<file path="src/rtl/uart_pkg.sv">
// Shared UART definitions: data width, RX FIFO default depth and receiver state encodings.
// Receiver, RX FIFO and transmitter all take their common sizes from here.
package uart_pkg;

    localparam int unsigned UART_DATA_W           = 8;
    localparam int unsigned RX_FIFO_DEPTH_DEFAULT = 16;

    typedef enum logic [1:0] {
        RxIdle  = 2'd0,
        RxStart = 2'd1,
        RxData  = 2'd2,
        RxStop  = 2'd3
    } rx_state_e;

    // Fill-level width able to represent 0..depth inclusive.
    function automatic int unsigned fifo_cnt_w(input int unsigned depth);
        return $clog2(depth) + 1;
    endfunction

endpackage

</file>
<file path="src/rtl/sync_fifo.sv">
// Generic show-ahead synchronous FIFO with fill level and sticky overflow flag.
// Head entry is visible on rd_data_o before it is popped.
module sync_fifo #(
    parameter int unsigned DEPTH  = 16,
    parameter int unsigned DATA_W = 8,
    localparam int unsigned CNT_W = $clog2(DEPTH) + 1
) (
    input  logic              clk_i,
    input  logic              rst_ni,
    input  logic              wr_en_i,
    input  logic [DATA_W-1:0] wr_data_i,
    input  logic              rd_en_i,
    input  logic              clr_overflow_i,
    output logic [DATA_W-1:0] rd_data_o,
    output logic              full_o,
    output logic              empty_o,
    output logic [CNT_W-1:0]  count_o,
    output logic              overflow_o
);

    localparam int unsigned PTR_W = $clog2(DEPTH);

    logic [DATA_W-1:0] mem_q [DEPTH];

    logic [PTR_W-1:0]  wr_ptr_q, wr_ptr_d;
    logic [PTR_W-1:0]  rd_ptr_q, rd_ptr_d;
    logic [CNT_W-1:0]  count_q, count_d;
    logic              full_q, full_d;
    logic              empty_q, empty_d;
    logic              overflow_q, overflow_d;
    logic [DATA_W-1:0] last_q, last_d;
    logic              wr_ok, rd_ok;

    // A write into a full FIFO still lands when the same cycle frees a slot.
    always_comb begin
        rd_ok      = rd_en_i & ~empty_q;
        wr_ok      = wr_en_i & (~full_q | rd_en_i);
        wr_ptr_d   = wr_ptr_q;
        rd_ptr_d   = rd_ptr_q;
        count_d    = count_q;
        overflow_d = overflow_q;
        last_d     = last_q;

        if (wr_ok) begin
            wr_ptr_d = wr_ptr_q + PTR_W'(1);
        end
        if (rd_ok) begin
            rd_ptr_d = rd_ptr_q + PTR_W'(1);
            last_d   = mem_q[rd_ptr_q];
        end

        unique case ({wr_ok, rd_ok})
            2'b10:   count_d = count_q + CNT_W'(1);
            2'b01:   count_d = count_q - CNT_W'(1);
            default: count_d = count_q;
        endcase

        full_d  = (count_d == CNT_W'(DEPTH));
        empty_d = (count_d == '0);

        // Set has priority over clear so a drop in the clearing cycle is not lost.
        if (clr_overflow_i) begin
            overflow_d = 1'b0;
        end
        if (wr_en_i && full_q && !rd_en_i) begin
            overflow_d = 1'b1;
        end
    end

    always_ff @(posedge clk_i or negedge rst_ni) begin
        if (!rst_ni) begin
            wr_ptr_q   <= '0;
            rd_ptr_q   <= '0;
            count_q    <= '0;
            full_q     <= 1'b0;
            empty_q    <= 1'b1;
            overflow_q <= 1'b0;
            last_q     <= '0;
        end else begin
            wr_ptr_q   <= wr_ptr_d;
            rd_ptr_q   <= rd_ptr_d;
            count_q    <= count_d;
            full_q     <= full_d;
            empty_q    <= empty_d;
            overflow_q <= overflow_d;
            last_q     <= last_d;
        end
    end

    // Storage is deliberately not reset.
    always_ff @(posedge clk_i) begin
        if (wr_ok) begin
            mem_q[wr_ptr_q] <= wr_data_i;
        end
    end

    // While empty, hold the most recently popped byte (zero after reset).
    always_comb begin
        rd_data_o = empty_q ? last_q : mem_q[rd_ptr_q];
    end

    assign full_o     = full_q;
    assign empty_o    = empty_q;
    assign count_o    = count_q;
    assign overflow_o = overflow_q;

endmodule

</file>
<file path="src/rtl/uart_rx_fifo.sv">
// Receive-side byte buffer: captures one byte per rx_done rising edge into a show-ahead FIFO
// and reports fill level plus a sticky overflow error.
module uart_rx_fifo
    import uart_pkg::*;
#(
    parameter int unsigned DEPTH  = RX_FIFO_DEPTH_DEFAULT,
    parameter int unsigned DATA_W = UART_DATA_W,
    localparam int unsigned CNT_W = $clog2(DEPTH) + 1
) (
    input  logic              clock,
    input  logic              reset_n,
    input  logic [DATA_W-1:0] rx_data,
    input  logic              rx_done,
    input  logic              rd_en,
    input  logic              clr_overflow,
    output logic [DATA_W-1:0] rd_data,
    output logic              empty,
    output logic              full,
    output logic [CNT_W-1:0]  count,
    output logic              overflow
);

    logic done_q, done_d;
    logic wr_evt;

    always_comb begin
        done_d = rx_done;
        wr_evt = rx_done & ~done_q;
    end

    // Reset to 1 so an rx_done level held across reset release is not taken as a new byte.
    always_ff @(posedge clock or negedge reset_n) begin
        if (!reset_n) begin
            done_q <= 1'b1;
        end else begin
            done_q <= done_d;
        end
    end

    sync_fifo #(
        .DEPTH  (DEPTH),
        .DATA_W (DATA_W)
    ) u_fifo (
        .clk_i          (clock),
        .rst_ni         (reset_n),
        .wr_en_i        (wr_evt),
        .wr_data_i      (rx_data),
        .rd_en_i        (rd_en),
        .clr_overflow_i (clr_overflow),
        .rd_data_o      (rd_data),
        .full_o         (full),
        .empty_o        (empty),
        .count_o        (count),
        .overflow_o     (overflow)
    );

endmodule
</file>
<file path="config.mk">
export PLATFORM = sky130hd
export DESIGN_NAME = uart_rx_fifo
export DESIGN_NICKNAME = d
export VERILOG_FILES = /design/src/rtl/uart_pkg.sv /design/src/rtl/sync_fifo.sv /design/src/rtl/uart_rx_fifo.sv
export SDC_FILE = /design/constraint.sdc
export NUM_CORES = 1
export LEC_CHECK = 0
export ABC_AREA = 0
export CORE_MARGIN = 2
export CORE_UTILIZATION = 55
export DETAILED_ROUTE_END_ITERATION = 7
export PLACE_DENSITY = 0.74
export SYNTH_ARGS = -nofsm -noshare
export SYNTH_HDL_FRONTEND = slang
export SYNTH_HIERARCHICAL = 1
export SYNTH_SLANG_ARGS = --single-unit
export TNS_END_PERCENT = 10
</file>
<file path="constraint.sdc">
create_clock -name clock -period 3 [get_ports clock]
set_clock_uncertainty 0.05 [all_clocks]
set_input_delay 0.9 -clock clock [delete_from_list [all_inputs] [get_ports clock]]
set_output_delay 0.9 -clock clock [all_outputs]
set_load 0.02 [all_outputs]
</file>
==> flow_summary.json, run 1 <==
{
  "layout_setup_ws_ps": -304,
  "tritoncts.num_buffers": 17,
  "cellLeakagePower_nw": 2.71,
  "detailedRoute.firstIterationViolations": 322,
  "drtAntennaViolNets": 0,
  "timing_worst_slew_pin_value_ps": 814,
  "outcome": "complete, but fails checks",
  "p_per_area_nw_per_um2": 1010,
  "r2r_setup_slack_ps": 590,
  "fin_nets": 442,
  "critPathBufInv": 3,
  "antenna-diode-count": 0,
  "detailed_place.area_um2": 6920,
  "finalInstanceArea_um2": 7710,
  "critPathSlowestCell": "sky130_fd_sc_hd__mux4_2",
  "sum_of_net_half_perimeters_after_detailed_placement_mm": 7.67,
  "detailroute.via_count": 3422,
  "globalRoute.totalOverflow": 0,
  "end_kind": "primary output",
  "fin_hold_ws_ps": 439,
  "final_min_period_over_clock_period_pct": 110,
  "worst_r2r_startpoint": "u_fifo/empty_o$_DFF_PN1_",
  "postSynthRegisterBits": 153,
  "arrival_ps": 2350,
  "crit_path_cell_trace": "buf_8 -> clkbuf_16 -> mux4_2 -> mux2_2 -> o21ai_2 -> o21ai_1 -> buf_4",
  "dieHeight_um": 111,
  "tritoncts": "yes",
  "crit_path_start_kind": "flip-flop",
  "synth_compound_gate_area_share_pct": 3.34,
  "place.port_buffers": 28,
  "first_pass_grt_wire_length_mm": 19.9,
  "fillerInstances": 719,
  "post_synth_mux_area_share_pct": 14.9,
  "critPathRequiredTime_ps": 2050,
  "synthesized_cell_area_um2": 6300,
  "holdBufCountCts": 0,
  "yosysUniqueCellTypes": 37,
  "htreeDepth": 4,
  "flow.area_growth_from_synthesis_pct": 22.3,
  "critPathKind": "flip-flop to primary output",
  "vdd.ir_drop.worst_mv": 0.672,
  "global_placement_routability_congestion": 0.759,
  "postRouteWirelength_mm": 13.3,
  "first_global_vias": 3639,
  "grt_setup_unrepaired": "true",
  "reg2reg_depth": 8,
  "hold_violations": 0,
  "design.core.area_um2": 11300,
  "num_io_pins": 29,
  "critical-path-top-delay-family": "multiplexers",
  "initial_antenna_violation_count": 0,
  "synthFlopType": "sky130_fd_sc_hd__edfxtp_1",
  "grt.total_usage_pct": 22.0,
  "fraction_of_final_layout_cells_with_drive_strength_greater_than_1_pct": 32.2,
  "worst_slew_margin_rel_pct": 45.7,
  "critPathMaxStageDelay_ps": 520,
  "synth-xor-area-share_pct": 1.53,
  "ys_top_cells_by_area": "sky130_fd_sc_hd__edfxtp_1, sky130_fd_sc_hd__dfrtp_1, sky130_fd_sc_hd__mux4_2, sky130_fd_sc_hd__mux4_1, sky130_fd_sc_hd__nand2_1",
  "cts.sink_count": 153,
  "synth_top_family_by_area": "multiplexers",
  "startpoint": "u_fifo/rd_ptr_q[0]$_DFFE_PN0P_",
  "floorplan.initialDensity_pct": 55.7,
  "synth-simple-area-share_pct": 5.66,
  "post_synthesis_average_cell_area_um2": 17.8,
  "synth_edf_count": 128,
  "maxSlewViolCount": 0,
  "maxcap_violations": 0,
  "clk-insertion-delay-late_ps": 420,
  "cts-root-buf": "sky130_fd_sc_hd__clkbuf_16",
  "postSynthCellCount": 355,
  "endpoint": "rd_data[4]",
  "die-width_um": 111,
  "yosysTopAreaCell": "sky130_fd_sc_hd__edfxtp_1",
  "fmax_mhz": 303,
  "violations_in_the_final_reports": "setup timing",
  "critical_path_peak_fanout": 5,
  "synth_fp_nets": 375,
  "yosys.area_share.adder_pct": 1.39,
  "firstDrtPassIters": 4,
  "yosysTopAreaCellShare_pct": 61.0,
  "clk_pin_slew_ps": 60,
  "vias_per_cell": 5.92,
  "std_cell_rows": 39,
  "final_core_utilization_pct": 68.1,
  "fin_crit_ps": 3300,
  "setup-violations-final": 8,
  "drc": 0,
  "wl_per_cell_um": 23.1,
  "synth.yosys.warnings": 6,
  "cts_max_path_buffers": 2,
  "floorplan.die_area_um2": 12300,
  "async_flop_share_pct": 16.3,
  "critical_path_cell_count": 7,
  "synth-seq-area-share_pct": 71.0,
  "reg2reg_to": "u_fifo/full_o$_DFF_PN0_",
  "hold_path.class": "flip-flop to flip-flop",
  "pin_count_of_the_biggest_net_entering_global_routing": 34
}
[worst min-delay path by stage]
stage	start	end	slack, ps	cells after the start
5_1_grt	u_fifo/last_q[2]$_DFFE_PN0P_	u_fifo/last_q[2]$_DFFE_PN0P_	470	2
3_5_place_dp	u_fifo/last_q[3]$_DFFE_PN0P_	u_fifo/last_q[3]$_DFFE_PN0P_	420	2
2_1_floorplan	u_fifo/last_q[0]$_DFFE_PN0P_	u_fifo/last_q[0]$_DFFE_PN0P_	400	2
6_report	u_fifo/last_q[7]$_DFFE_PN0P_	u_fifo/last_q[7]$_DFFE_PN0P_	440	2
3_3_place_gp	u_fifo/last_q[1]$_DFFE_PN0P_	u_fifo/last_q[1]$_DFFE_PN0P_	410	2
4_1_cts	u_fifo/last_q[3]$_DFFE_PN0P_	u_fifo/last_q[3]$_DFFE_PN0P_	440	2
[synth_stat cells (all sizes together), types with 8 or more instances]
cell type  count
edfxtp       128
o21ai         27
buf           13
dfrtp         23
nor2          17
nand2         35
mux2           9
mux2i          8
mux4          32
inv            8
[metal layers]
| metal | part of all wire (%) | track usage [%] | wire length (µm) |
|---|---|---|---|
| met3 | 5.5 | 5.30 | 728 |
| met2 | 54 | 37.1 | 7210 |
| met4 | 0.67 | 6.83 | 90 |
| met5 | 0 | 0 | 0 |
| met1 | 40 | 28.7 | 5320 |
[flip-flops by register name (all words and copies together), names as in the netlist]
| register | flops |
|---|---|
| u_fifo/wr_ptr_q | 4 |
| u_fifo/empty_o | 1 |
| u_fifo/full_o | 1 |
| u_fifo/overflow_o | 1 |
| u_fifo/mem_q | 128 |
| u_fifo/count_o | 5 |
| u_fifo/rd_ptr_q | 4 |
| done_q | 1 |
| u_fifo/last_q | 8 |
[what timing repair did]
action	in CTS	in global routing
gates cloned	3	1
pin swaps	0	4
resized for setup	70	13
buffers inserted	4	0
endpoints found under the setup margin	8	9
[per-stage QoR]
| step | instances | power (mW) | setup WS (ps) | TNS, ps |
|---|---|---|---|---|
| 6_report | 578 | 7.76 | -304 | -2250 |
| 5_1_grt | 578 | 8.10 | -387 | -2920 |
| 4_1_cts | 577 | 7.69 | -307 | -2340 |
| 3_5_place_dp | 538 | 5.22 | -310 | -2500 |
| 3_3_place_gp | 538 | 5.14 | -246 | -1970 |
| 2_1_floorplan | 355 | 4.38 | 218 | 0 |
[final cells by class]
type,instances,area [µm²],area share [%]
Sequential cell,153,4470,58.0
Multi-Input combinational cell,174,1740,22.5
Timing Repair Buffer,68,681,8.83
Clock buffer,22,507,6.57
Tap cell,143,179,2.32
Clock inverter,10,104,1.35
Inverter,8,30.0,0.390
[layout by cell type, fill, tap and decap left out, types with 12 or more instances in the layout]
cell type | netlist | routed
sky130_fd_sc_hd__nand2_1 | 35 | 35
sky130_fd_sc_hd__dfrtp_1 | 23 | 22
sky130_fd_sc_hd__buf_4 | 0 | 32
sky130_fd_sc_hd__clkbuf_16 | 0 | 20
sky130_fd_sc_hd__mux4_2 | 22 | 28
sky130_fd_sc_hd__nor2_1 | 17 | 17
sky130_fd_sc_hd__clkdlybuf4s50_1 | 0 | 20
sky130_fd_sc_hd__edfxtp_1 | 128 | 128
sky130_fd_sc_hd__o21ai_0 | 19 | 12
[tightest hold or removal path: cells and delay by family, from the launching register on]
kind             cells  cell delay (ps)
flip-flops           1              350
AO/OA/AOI/OAI        1               60
AND/OR/NAND/NOR      1               50
[power by group]
group | switching [mW] | internal, mW
sequential | 0.250 | 2.56
clock | 0.850 | 1.30
combinational | 1.39 | 1.42
total | 2.49 | 5.28
[cell families after synthesis]
family,count (synthesis)
flops,153
mux,49
simple gates,71
buf+inv,28
compound gates,36
xor+xnor,11
fa+ha+maj,7
Power figures use the tool's default switching activity.
==> inputs of run 2 (changes only) <==
==> constraint.sdc (replaced) <==
create_clock -name clock -period 3 [get_ports clock]
set_clock_uncertainty 0.05 [all_clocks]
set_input_delay 0.9 -clock clock [delete_from_list [all_inputs] [get_ports clock]]
set_output_delay 0.9 -clock clock [all_outputs]
set_load 0.005 [all_outputs]
==> flow_summary.json, run 2 (synthesis gave the netlist of run 1 again) <==
{
  "floorplan.initialDensity_pct": 55.7,
  "min_delay_worst_endpoint": "u_fifo/last_q[2]$_DFFE_PN0P_",
  "critPathKind": "flip-flop to primary output",
  "worst_r2r_startpoint": "u_fifo/rd_ptr_q[0]$_DFFE_PN0P_",
  "fin_hold_ws_ps": 431,
  "detailroute.via_count": 3418,
  "num_io_pins": 29,
  "crit_path_start_kind": "flip-flop",
  "worst_slew_margin_rel_pct": 32.3,
  "cts-root-buf": "sky130_fd_sc_hd__clkbuf_16",
  "maxSlewViolCount": 0,
  "die-width_um": 111,
  "reg2reg_depth": 17,
  "fraction_of_final_layout_cells_with_drive_strength_greater_than_1_pct": 36.9,
  "register_bank_with_the_most_flops": "u_fifo/mem_q",
  "setup-violations-final": 8,
  "timing_worst_slew_pin_value_ps": 1020,
  "cellLeakagePower_nw": 2.79,
  "flow.area_growth_from_synthesis_pct": 24.6,
  "tritoncts": "yes",
  "p_per_area_nw_per_um2": 1000,
  "hold_violations": 0,
  "fin_nets": 462,
  "max_reg_flops": 128,
  "timing.hold.worst.start": "u_fifo/last_q[2]$_DFFE_PN0P_",
  "drc": 0,
  "maxcap_violations": 0,
  "report.power.total_mw": 7.88,
  "timing.setup.tns_ps": -2110,
  "floorplan.die_area_um2": 12300,
  "global_placement_routability_congestion": 0.754,
  "first_pass_grt_wire_length_mm": 20.1,
  "min_delay_path_depth": 2,
  "layout_setup_ws_ps": -292,
  "wl_per_cell_um": 21.8,
  "sum_of_net_half_perimeters_after_detailed_placement_mm": 7.37,
  "first_global_vias": 3467,
  "htreeDepth": 4,
  "cts_max_path_buffers": 2,
  "detailedRoute.firstIterationViolations": 396,
  "final_min_period_over_clock_period_pct": 110,
  "critPathRequiredTime_ps": 2050,
  "pin_count_of_the_biggest_net_entering_global_routing": 28,
  "antenna-diode-count": 0,
  "startpoint": "u_fifo/rd_ptr_q[0]$_DFFE_PN0P_",
  "design.core.area_um2": 11300,
  "clk_pin_slew_ps": 60,
  "hold_path.class": "flip-flop to flip-flop",
  "firstDrtPassIters": 7,
  "end_kind": "primary output",
  "vias_per_cell": 5.72,
  "drtAntennaViolNets": 0,
  "critPathMaxStageDelay_ps": 520,
  "critPathSlowestCell": "sky130_fd_sc_hd__mux4_2",
  "cts.sink_count": 153,
  "finalInstanceArea_um2": 7850,
  "critical_path_peak_fanout": 6,
  "holdBufCountCts": 0,
  "grt_setup_unrepaired": "true",
  "std_cell_rows": 39,
  "vdd.ir_drop.worst_mv": 0.701,
  "fin_crit_ps": 3290,
  "dieHeight_um": 111,
  "post-place-ws_ps": -216,
  "r2r_setup_slack_ps": 110,
  "reg2reg_to": "u_fifo/last_q[7]$_DFFE_PN0P_",
  "grt.total_usage_pct": 22.2,
  "clk-insertion-delay-late_ps": 410,
  "crit_path_cell_trace": "buf_8 -> buf_12 -> mux4_2 -> mux2_4 -> o21ai_2 -> o21ai_1 -> buf_2",
  "violations_in_the_final_reports": "setup timing",
  "mostFrequentLayoutCells": "sky130_fd_sc_hd__edfxtp_1, sky130_fd_sc_hd__buf_4, sky130_fd_sc_hd__mux4_2, sky130_fd_sc_hd__nand2_1, sky130_fd_sc_hd__dfrtp_1",
  "globalRoute.totalOverflow": 0,
  "detailed_place.area_um2": 6910,
  "postRouteWirelength_mm": 13.0,
  "initial_antenna_violation_count": 0,
  "fmax_mhz": 304,
  "arrival_ps": 2340,
  "tritoncts.num_buffers": 17,
  "outcome": "complete, but fails checks",
  "place.port_buffers": 28,
  "mostFrequentLayoutCell": "sky130_fd_sc_hd__edfxtp_1"
}
## run 2: cell types whose count changed in the layout (fill, tap and decap cells not counted), moves of 5 or more
cell	change
sky130_fd_sc_hd__mux2_2	-5
sky130_fd_sc_hd__nand2_2	+5
sky130_fd_sc_hd__nand2_1	-5
sky130_fd_sc_hd__mux2_4	+5
sky130_fd_sc_hd__buf_4	+16
## run 2: report_power, final
part / internal [mW] / switching, mW
combinational: 1.67 / 1.29
clock: 1.23 / 0.842
sequential: 2.56 / 0.288
total: 5.46 / 2.42
## run 2: repair_timing
action	4_1_cts	5_1_grt
setup endpoints to repair	8	10
setup buffers	27	3
resized for setup	82	14
cloned	0	0
pin swaps	2	2
## run 2: worst max-delay path by stage
| stage | slack, ps | cells after the start | end |
|---|---|---|---|
| after floorplan | 230 | 10 | u_fifo/full_o$_DFF_PN0_ |
| after global placement | -150 | 10 | u_fifo/full_o$_DFF_PN0_ |
| after detailed placement | -220 | 10 | u_fifo/full_o$_DFF_PN0_ |
| after CTS | -280 | 8 | rd_data[2] |
| after global routing | -370 | 8 | rd_data[2] |
| final | -290 | 7 | rd_data[6] |
## run 2: layout make-up
cell class	count	area [µm²]
sequential	153	4470
fill	712	3470
multi-input combinational	174	1820
timing repair buffer	88	777
clock buffer	19	433
tap	143	179
clock inverter	13	141
inverter	8	30.0
## run 2: metal layers
| layer | part of all wire, % | vias up | global-route usage (%) |
|---|---|---|---|
| li1 | - | 1550 | - |
| met1 | 42 | 1745 | 29.7 |
| met2 | 51 | 112 | 36.6 |
| met3 | 5.6 | 11 | 5.30 |
| met4 | 1.4 | 0 | 7.24 |
| met5 | 0 | - | 0 |
## run 2: through the flow
stage | cells | util, %
after floorplan | 355 | -
after global placement | 537 | 61.0
after detailed placement | 537 | 61.0
after CTS | 595 | 68.6
after global routing | 598 | 69.4
final | 598 | 69.4
## run 2: worst max-delay path: cells and delay by family, from the launching register on
kind | cells | cell delay, ps
AOI/OAI and AO/OA | 2 | 250
buffers and inverters | 3 | 390
muxes | 2 | 810
DFF | 1 | 470
==> inputs of run 3 (changes only) <==
--- a/config.mk
+++ b/config.mk
@@ -10,6 +10,7 @@
 export CORE_UTILIZATION = 55
 export DETAILED_ROUTE_END_ITERATION = 7
 export PLACE_DENSITY = 0.74
+export SLEW_MARGIN = 20
 export SYNTH_ARGS = -nofsm -noshare
 export SYNTH_HDL_FRONTEND = slang
 export SYNTH_HIERARCHICAL = 1
==> results of run 3 <==
Final layout, timing and power as in run 2 (identical DEF).
